**config.mk**
```make
export PLATFORM = sky130hd
export DESIGN_NAME = coin_acceptor
export DESIGN_NICKNAME = d
export VERILOG_FILES = /design/src/rtl/wm_pkg.sv /design/src/rtl/coin_debouncer.sv /design/src/rtl/coin_acceptor.sv
export SDC_FILE = /design/constraint.sdc
export NUM_CORES = 1
export LEC_CHECK = 0
export ABC_AREA = 1
export ABC_CLOCK_PERIOD_IN_PS = 3250
export CORE_UTILIZATION = 50
export CTS_CLUSTER_DIAMETER = 30
export DETAILED_ROUTE_END_ITERATION = 8
export GPL_ROUTABILITY_DRIVEN = 0
export PLACE_DENSITY = 0.83
export SKIP_CTS_REPAIR_TIMING = 1
export SLEW_MARGIN = 20
export SYNTH_ARGS = -nofsm -noshare
export SYNTH_HDL_FRONTEND = slang
export SYNTH_HIERARCHICAL = 1
export SYNTH_SLANG_ARGS = --single-unit
```
**constraint.sdc**
```tcl
create_clock -name clock -period 3.25 [get_ports clock]
set_clock_uncertainty 0.05 [all_clocks]
set_input_delay 0.65 -clock clock [delete_from_list [all_inputs] [get_ports clock]]
set_output_delay 0.65 -clock clock [all_outputs]
set_load 0.05 [all_outputs]
```
**src/rtl/wm_pkg.sv**
```systemverilog
// Shared washing-machine types: coin denomination codes with their credit
// values, the acceptor state encoding and the default wash price.
package wm_pkg;

  localparam int unsigned PRICE_DEFAULT = 4;

  // Width of a single coin's credit value (largest coin is 5 units).
  localparam int unsigned VALUE_W = 3;

  typedef enum logic [1:0] {
    DENOM_NONE = 2'b00,
    DENOM_ONE  = 2'b01,
    DENOM_TWO  = 2'b10,
    DENOM_FIVE = 2'b11
  } denom_t;

  typedef enum logic [2:0] {
    ST_IDLE    = 3'd0,
    ST_RISE_DB = 3'd1,
    ST_HOLD    = 3'd2,
    ST_FALL_DB = 3'd3,
    ST_REFUND  = 3'd4
  } acc_state_t;

  // Credit units carried by a denomination code.
  function automatic logic [VALUE_W-1:0] denom_value(input denom_t code);
    logic [VALUE_W-1:0] value;
    value = '0;
    case (code)
      DENOM_ONE:  value = VALUE_W'(1);
      DENOM_TWO:  value = VALUE_W'(2);
      DENOM_FIVE: value = VALUE_W'(5);
      default:    value = '0;
    endcase
    return value;
  endfunction

  function automatic logic denom_valid(input denom_t code);
    return code != DENOM_NONE;
  endfunction

endpackage

```
**src/rtl/coin_debouncer.sv**
```systemverilog
// Coin sensor debouncer: qualifies a rising coin edge after DEBOUNCE
// consecutive high samples and a release after DEBOUNCE consecutive lows.
// Ports:
//   clock, reset  - clock and synchronous active-high reset
//   sense         - raw coin sensor level
//   freeze        - forces the debouncer idle and drops any partial count
//   coin_edge_c   - combinational strobe, high in the cycle whose closing
//                   edge takes the DEBOUNCE-th consecutive high sample
//   released      - registered, high while no coin is being qualified/held
module coin_debouncer
  import wm_pkg::*;
#(
  parameter int unsigned DEBOUNCE = 4
) (
  input  logic clock,
  input  logic reset,
  input  logic sense,
  input  logic freeze,
  output logic coin_edge_c,
  output logic released
);

  localparam int unsigned CNT_W = $clog2(DEBOUNCE);
  localparam logic [CNT_W-1:0] CNT_LAST = CNT_W'(DEBOUNCE - 1);

  acc_state_t       state;
  acc_state_t       state_next;
  logic [CNT_W-1:0] cnt;
  logic [CNT_W-1:0] cnt_next;
  logic             released_next;

  // State, counter and release flag registers.
  always_ff @(posedge clock) begin
    if (reset) begin
      state    <= ST_IDLE;
      cnt      <= '0;
      released <= 1'b1;
    end else begin
      state    <= state_next;
      cnt      <= cnt_next;
      released <= released_next;
    end
  end

  // Next state: the sample that enters RISE_DB/FALL_DB counts as the first.
  always_comb begin
    state_next = state;
    cnt_next   = cnt;
    if (freeze) begin
      state_next = ST_IDLE;
      cnt_next   = '0;
    end else begin
      case (state)
        ST_IDLE: begin
          if (sense) begin
            state_next = ST_RISE_DB;
            cnt_next   = CNT_W'(1);
          end
        end
        ST_RISE_DB: begin
          if (!sense) begin
            state_next = ST_IDLE;
            cnt_next   = '0;
          end else if (cnt == CNT_LAST) begin
            state_next = ST_HOLD;
            cnt_next   = '0;
          end else begin
            cnt_next = cnt + CNT_W'(1);
          end
        end
        ST_HOLD: begin
          if (!sense) begin
            state_next = ST_FALL_DB;
            cnt_next   = CNT_W'(1);
          end
        end
        ST_FALL_DB: begin
          if (sense) begin
            state_next = ST_HOLD;
            cnt_next   = '0;
          end else if (cnt == CNT_LAST) begin
            state_next = ST_IDLE;
            cnt_next   = '0;
          end else begin
            cnt_next = cnt + CNT_W'(1);
          end
        end
        default: begin
          state_next = ST_IDLE;
          cnt_next   = '0;
        end
      endcase
    end
  end

  // Outputs: edge strobe for the accept edge, release flag for the next cycle.
  always_comb begin
    coin_edge_c   = 1'b0;
    released_next = (state_next == ST_IDLE);
    if (!freeze && (state == ST_RISE_DB) && sense && (cnt == CNT_LAST)) begin
      coin_edge_c = 1'b1;
    end
  end

endmodule

```
**src/rtl/coin_acceptor.sv**
```systemverilog
// Coin acceptor: debounces the coin chute, accumulates credit, consumes the
// wash price on start and refunds all credit as paced eject pulses.
// Ports:
//   clock, reset   - clock and synchronous active-high reset
//   coin_Sense     - raw coin sensor level
//   coin_Denom     - denomination code sampled on the accept edge
//   coin_Return    - refund request pulse (highest priority)
//   start          - consume-PRICE request pulse
//   sig_Coin       - registered credit >= PRICE
//   credit         - registered credit
//   accept_Enable  - chute gate open, low during refund
//   reject_Coin    - one-cycle pulse for a refused coin
//   eject_Pulse    - one-cycle pulse per refunded unit
//   busy           - high while refunding
module coin_acceptor
  import wm_pkg::*;
#(
  parameter int unsigned PRICE      = PRICE_DEFAULT,
  parameter int unsigned MAX_CREDIT = 15,
  parameter int unsigned DEBOUNCE   = 4,
  parameter int unsigned REFUND_GAP = 8,
  localparam int unsigned CREDIT_W  = $clog2(MAX_CREDIT + 1)
) (
  input  logic                clock,
  input  logic                reset,
  input  logic                coin_Sense,
  input  logic [1:0]          coin_Denom,
  input  logic                coin_Return,
  input  logic                start,
  output logic                sig_Coin,
  output logic [CREDIT_W-1:0] credit,
  output logic                accept_Enable,
  output logic                reject_Coin,
  output logic                eject_Pulse,
  output logic                busy
);

  // Sum width holds credit plus the largest coin without overflow.
  localparam int unsigned SUM_W = CREDIT_W + VALUE_W;
  localparam int unsigned GAP_W = $clog2(REFUND_GAP + 1);

  acc_state_t          state;
  acc_state_t          state_next;
  logic [GAP_W-1:0]    gap_cnt;
  logic [GAP_W-1:0]    gap_next;
  logic [CREDIT_W-1:0] credit_next;
  logic                sig_next;
  logic                accept_next;
  logic                reject_next;
  logic                eject_next;
  logic                busy_next;

  logic                coin_edge_c;
  logic                released;
  logic                take_return_c;
  logic                take_start_c;
  logic                freeze_c;
  logic [VALUE_W-1:0]  value_c;
  logic [SUM_W-1:0]    base_c;
  logic [SUM_W-1:0]    sum_c;

  // Request qualification against the registered credit.
  always_comb begin
    take_return_c = (state == ST_IDLE) && coin_Return && (credit != '0);
    take_start_c  = (state == ST_IDLE) && !take_return_c && start &&
                    (SUM_W'(credit) >= SUM_W'(PRICE));
    // Freeze on the entry edge too, so an in-flight count is dropped at once.
    freeze_c      = (state == ST_REFUND) || take_return_c;
  end

  coin_debouncer #(
    .DEBOUNCE (DEBOUNCE)
  ) u_debouncer (
    .clock       (clock),
    .reset       (reset),
    .sense       (coin_Sense),
    .freeze      (freeze_c),
    .coin_edge_c (coin_edge_c),
    .released    (released)
  );

  // State register.
  always_ff @(posedge clock) begin
    if (reset) begin
      state <= ST_IDLE;
    end else begin
      state <= state_next;
    end
  end

  // Next state: leave REFUND once credit is drained and the gap has elapsed.
  always_comb begin
    state_next = state;
    case (state)
      ST_IDLE: begin
        if (take_return_c) begin
          state_next = ST_REFUND;
        end
      end
      ST_REFUND: begin
        if ((gap_cnt == '0) && (credit == '0) && released) begin
          state_next = ST_IDLE;
        end
      end
      default: state_next = ST_IDLE;
    endcase
  end

  // Credit datapath and next output values.
  always_comb begin
    credit_next = credit;
    gap_next    = gap_cnt;
    reject_next = 1'b0;
    eject_next  = 1'b0;
    value_c     = denom_value(denom_t'(coin_Denom));
    base_c      = '0;
    sum_c       = '0;
    case (state)
      ST_REFUND: begin
        if (gap_cnt == '0) begin
          if (credit != '0) begin
            eject_next  = 1'b1;
            credit_next = credit - CREDIT_W'(1);
            gap_next    = GAP_W'(REFUND_GAP);
          end
        end else begin
          gap_next = gap_cnt - GAP_W'(1);
        end
      end
      default: begin
        if (take_return_c) begin
          // First eject lands on the edge after entry.
          gap_next = '0;
        end else begin
          // Start is charged before the coin so saturation sees the net credit.
          base_c      = SUM_W'(credit) - (take_start_c ? SUM_W'(PRICE) : '0);
          sum_c       = base_c + SUM_W'(value_c);
          credit_next = CREDIT_W'(base_c);
          if (coin_edge_c) begin
            if (denom_valid(denom_t'(coin_Denom)) &&
                (sum_c <= SUM_W'(MAX_CREDIT))) begin
              credit_next = CREDIT_W'(sum_c);
            end else begin
              reject_next = 1'b1;
            end
          end
        end
      end
    endcase
    busy_next   = (state_next == ST_REFUND);
    accept_next = !busy_next;
    sig_next    = SUM_W'(credit_next) >= SUM_W'(PRICE);
  end

  // Registered outputs and refund pacing counter.
  always_ff @(posedge clock) begin
    if (reset) begin
      credit        <= '0;
      gap_cnt       <= '0;
      sig_Coin      <= 1'b0;
      accept_Enable <= 1'b1;
      reject_Coin   <= 1'b0;
      eject_Pulse   <= 1'b0;
      busy          <= 1'b0;
    end else begin
      credit        <= credit_next;
      gap_cnt       <= gap_next;
      sig_Coin      <= sig_next;
      accept_Enable <= accept_next;
      reject_Coin   <= reject_next;
      eject_Pulse   <= eject_next;
      busy          <= busy_next;
    end
  end

endmodule

```
==> results.md <==
* Final Total Pwr at 0.000419 W
* Family with the most delay on the worst path: simple AND/OR/NAND/NOR gates
* DPL Wire Length at 1990 µm
* Post-Syn Area at roughly 0.0013 mm²
* Clock tree sinks at 22
* Number of nets in the layout at roughly 230
* Synth unique cells at 29
* Final worst-path cycle share at between 90% and 100%
* Max Buffers Root-to-Sink at 2
* Areal power density over the cells at ~270 mW/mm²
* Number of nets with antenna violations after routing at 0
* Top cells by area in the synthesized netlist: dfxtp_1 (33%), nand2_1 (12%), inv_1 (9.2%)
* Yosys warning total at 6
* WL met2 at 1160 µm
* Cell with the largest stage delay on the worst path: dfxtp_1
* Achievable frequency at about 340 MHz
* Hold Crit Class: flip-flop to flip-flop
* Worst path bufs/invs at 2
* H-tree depth at 1
* Total of endpoints with negative setup slack in the final report at 0
* Footprint of the multi-input gates at ~750 µm²
* Hold wc startpoint: u_debouncer/cnt[1]
* Synthesized netlist cell count at between 150 and 200
* Cell mode on critical path: nand2_1
* Startpoint-to-endpoint class of the critical path: flip-flop to flip-flop
* Share of post-route cells with drive strength above 1 at roughly 11%
* Setup repair after global routing missed its margin: no
* DR iter-0 viols at 35
* Max-capacitance violation count at 0
* Met1 Routed Length at 1180 µm
* Maximum fanout along the worst path at 6
* Number of antenna diodes at 0
* Post-route worst hold slack at 0.439 ns
* Ports at 16
* Number of buffers inserted during clock tree synthesis at 3
* Normalized max-slew margin at between 60% and 70%
* Crit path capture type: flip-flop
* Overall routed net length at 2450 µm
* Number of detailed-routing iterations run before antenna repair at 4
* Detailed-route via count at between 1000 and 1500
* Sequential-to-total area share from yosys stat at between 30% and 40%
* FF+latch count, synth at 22
* Average cell area after synthesis at around 6.8 µm²
* Final critical delay including setup and external delays at roughly 2.9 ns
* Sum of overflow across all layers after global routing at 0
* Data arrival at the endpoint of the critical path at around 3.1 ns
* Depth of the worst hold-timing path at 2
* Number of pins with negative max-slew slack in the final report at 0
* Outcome: completed
* Register clock-pin slew on the reported worst setup and hold paths at 0.10 ns
* Worst-margin pin slew at around 0.5 ns
* Die Span Y at roughly 54 µm
* Die Footprint at a little under 0.003 mm²
* Vias in the first global route at ~1000
* Leak at a little over 0.7 nW
* Post-DR vias/cell at 5.00
* Final core utilization at between 60 and 70%
* Cell type with the largest total area after synthesis: dfxtp_1
* Routed length on met3 at between 80 and 90 µm
* Clock latency on the worst-skew pair at 0.30 ns
* Starting density of the core at 53.5%
* Max Used Layer: met4
* GRT Util Overall at 19.4%
* Maximum number of pins on one net before global-route repair at 13
* Worst setup slack for register-to-register paths at 0.31 ns
* Share of the synthesized area in the top cell type at about a third
* Area added between synthesis and finish at 16.0%
* Core box area at 0.00252 mm²
* Ordered cell list for the critical path: inv_1 > ha_1 > nand2_1 > nand4_2 > nand4_1 > nor2_1 > ha_1 > inv_1 > ha_1 > a21oi_1 > nand2_1 > nand3_2 > nand2_2 > nand2_4 > nor2_8 > nor2_2 > nor2_2 > nand2_1 > nand2_1 > a21oi_1
* Master cell of the clock root buffer: clkbuf_4
* DRC errors left at 0
* Register area at between 400 and 500 µm²
* Data required time at the worst endpoint at around 3.4 ns
* Die Wd at 53.9 µm
* IR Drop Worst-Case VDD at roughly 0.25 mV
* Row count at 18
* Final sum of negative setup slack at 0 ns
* Critical path launch point type: flip-flop
* Slowest stage delay, CP at 0.42 ns
* Number of buffers added on ports at 15
* Antenna violations before repair at 0
* Worst Reg-to-Reg Cells at 20
* TritonCTS clock tree: built
* Number of failing hold endpoints at the final stage at 0
* Wire length per cell at about 10 µm
* Wire length of the first global-routing pass at ~4100 µm
* Total of fill cells in the finished design at between 200 and 250
* Hold Crit Endpoint: u_debouncer/cnt[1]
==> cell usage after synthesis <==
cell,number
ha_1,9
o21a_1,1
o211ai_2,1
nand2_4,1
a21oi_1,10
inv_2,6
nand3_1,16
o21ai_1,2
nand4_1,7
nor2_8,1
nor3_1,4
nor2_2,5
conb_1,2
o21ai_0,3
clkbuf_1,2
nand3_2,1
nand2_2,3
nand4_2,1
clkinv_1,1
nor4_1,2
inv_1,33
nor2_1,16
or2_0,1
xor2_1,2
a31oi_1,1
nand2_1,42
dfxtp_1,22
fa_1,1
o31ai_1,1
==> final cells by class <==
class / instances / share of cell area [%]
Tap cell: 30 / 2.40
Sequential cell: 22 / 28.2
Inverter: 40 / 9.60
Timing Repair Buffer: 16 / 10.1
Multi-Input combinational cell: 134 / 48.2
Clock buffer: 3 / 1.44
==> state kept, by name, indices dropped and copies added, names as in the netlist, named ones only <==
register	cells
eject_Pulse	1
u_debouncer/state	3
accept_Enable	1
state	3
credit	2
busy	1
u_debouncer/released	1
sig_Coin	1
gap_cnt	4
u_debouncer/cnt	2
reject_Coin	1
==> metrics by stage <==
stage / worst slack, ns / cells / area, µm²
3_5_place_dp: 0.0470 / 242 / 1540
3_3_place_gp: 0.108 / 242 / 1540
6_report: 0.305 / 245 / 1560
2_1_floorplan: 0.127 / 198 / 1350
4_1_cts: 0.285 / 245 / 1560
5_1_grt: 0.00914 / 245 / 1560
==> how the worst max path moves through the flow <==
stage | end | depth (start not counted)
floorplan | flip-flop | 20
global placement | sig_Coin | 17
detailed placement | sig_Coin | 17
CTS | sig_Coin | 19
global route | flip-flop | 20
finish | flip-flop | 20
==> report_power, final <==
group          internal, W  switching (W)
registers         0.000273     0.00000240
logic            0.0000123      0.0000159
clock network    0.0000432      0.0000724
total             0.000329      0.0000907
==> worst register-to-register path, stage by stage, from the launching register on <==
cell and delay, ns:
dfxtp_1 0.42, inv_1 0.10, ha_1 0.24, nand2_1 0.15
nand4_2 0.11, nand4_1 0.09, nor2_1 0.05, ha_1 0.27
inv_1 0.07, ha_1 0.39, a21oi_1 0.11, nand2_1 0.13
nand3_2 0.08, nand2_2 0.09, nand2_4 0.07, nor2_8 0.12
nor2_2 0.05, nor2_2 0.09, nand2_1 0.06, nand2_1 0.05
a21oi_1 0.05
==> cell usage in the layout (no fill, tap or decap) <==
master / Yosys / layout
nand2_2: 3 / 3
nand4_2: 1 / 1
o21a_1: 1 / 1
dfxtp_1: 22 / 21
nor2_8: 1 / 1
a31oi_1: 1 / 1
or2_0: 1 / 1
fa_1: 1 / 1
nor3_1: 4 / 4
clkdlybuf4s50_1: 0 / 15
o31ai_1: 1 / 1
xor2_1: 2 / 2
o211ai_2: 1 / 1
buf_4: 0 / 1
inv_2: 6 / 6
nand2_4: 1 / 1
ha_1: 9 / 9
dfxtp_2: 0 / 1
conb_1: 2 / 3
nor2_1: 16 / 16
nor2_2: 5 / 5
o21ai_1: 2 / 2
clkbuf_4: 0 / 3
inv_1: 33 / 33
nor4_1: 2 / 2
clkinv_1: 1 / 1
nand2_1: 42 / 42
a21oi_1: 10 / 10
nand3_2: 1 / 1
o21ai_0: 3 / 3
nand4_1: 7 / 7
nand3_1: 16 / 16
==> metal layers <==
| layer | vias to the layer above | GRT usage, % |
|---|---|---|
| met5 | - | 0 |
| met4 | 0 | 7.89 |
| met3 | 4 | 1.98 |
| met2 | 27 | 32.7 |
| met1 | 536 | 24.9 |
| li1 | 659 | - |
==> kinds of logic (layout without fill, tap and decap cells) <==
family	count (synthesis)	in the layout	share of synthesized area [%]
simple gates	100	100	35.9
xor+xnor	2	2	1.30
fa+ha+maj	10	10	9.83
flops	22	22	32.7
other cells	2	3	0.557
buf+inv	42	59	11.7
compound gates	19	19	8.07
Note: power is estimated with default switching activity, not from simulation.
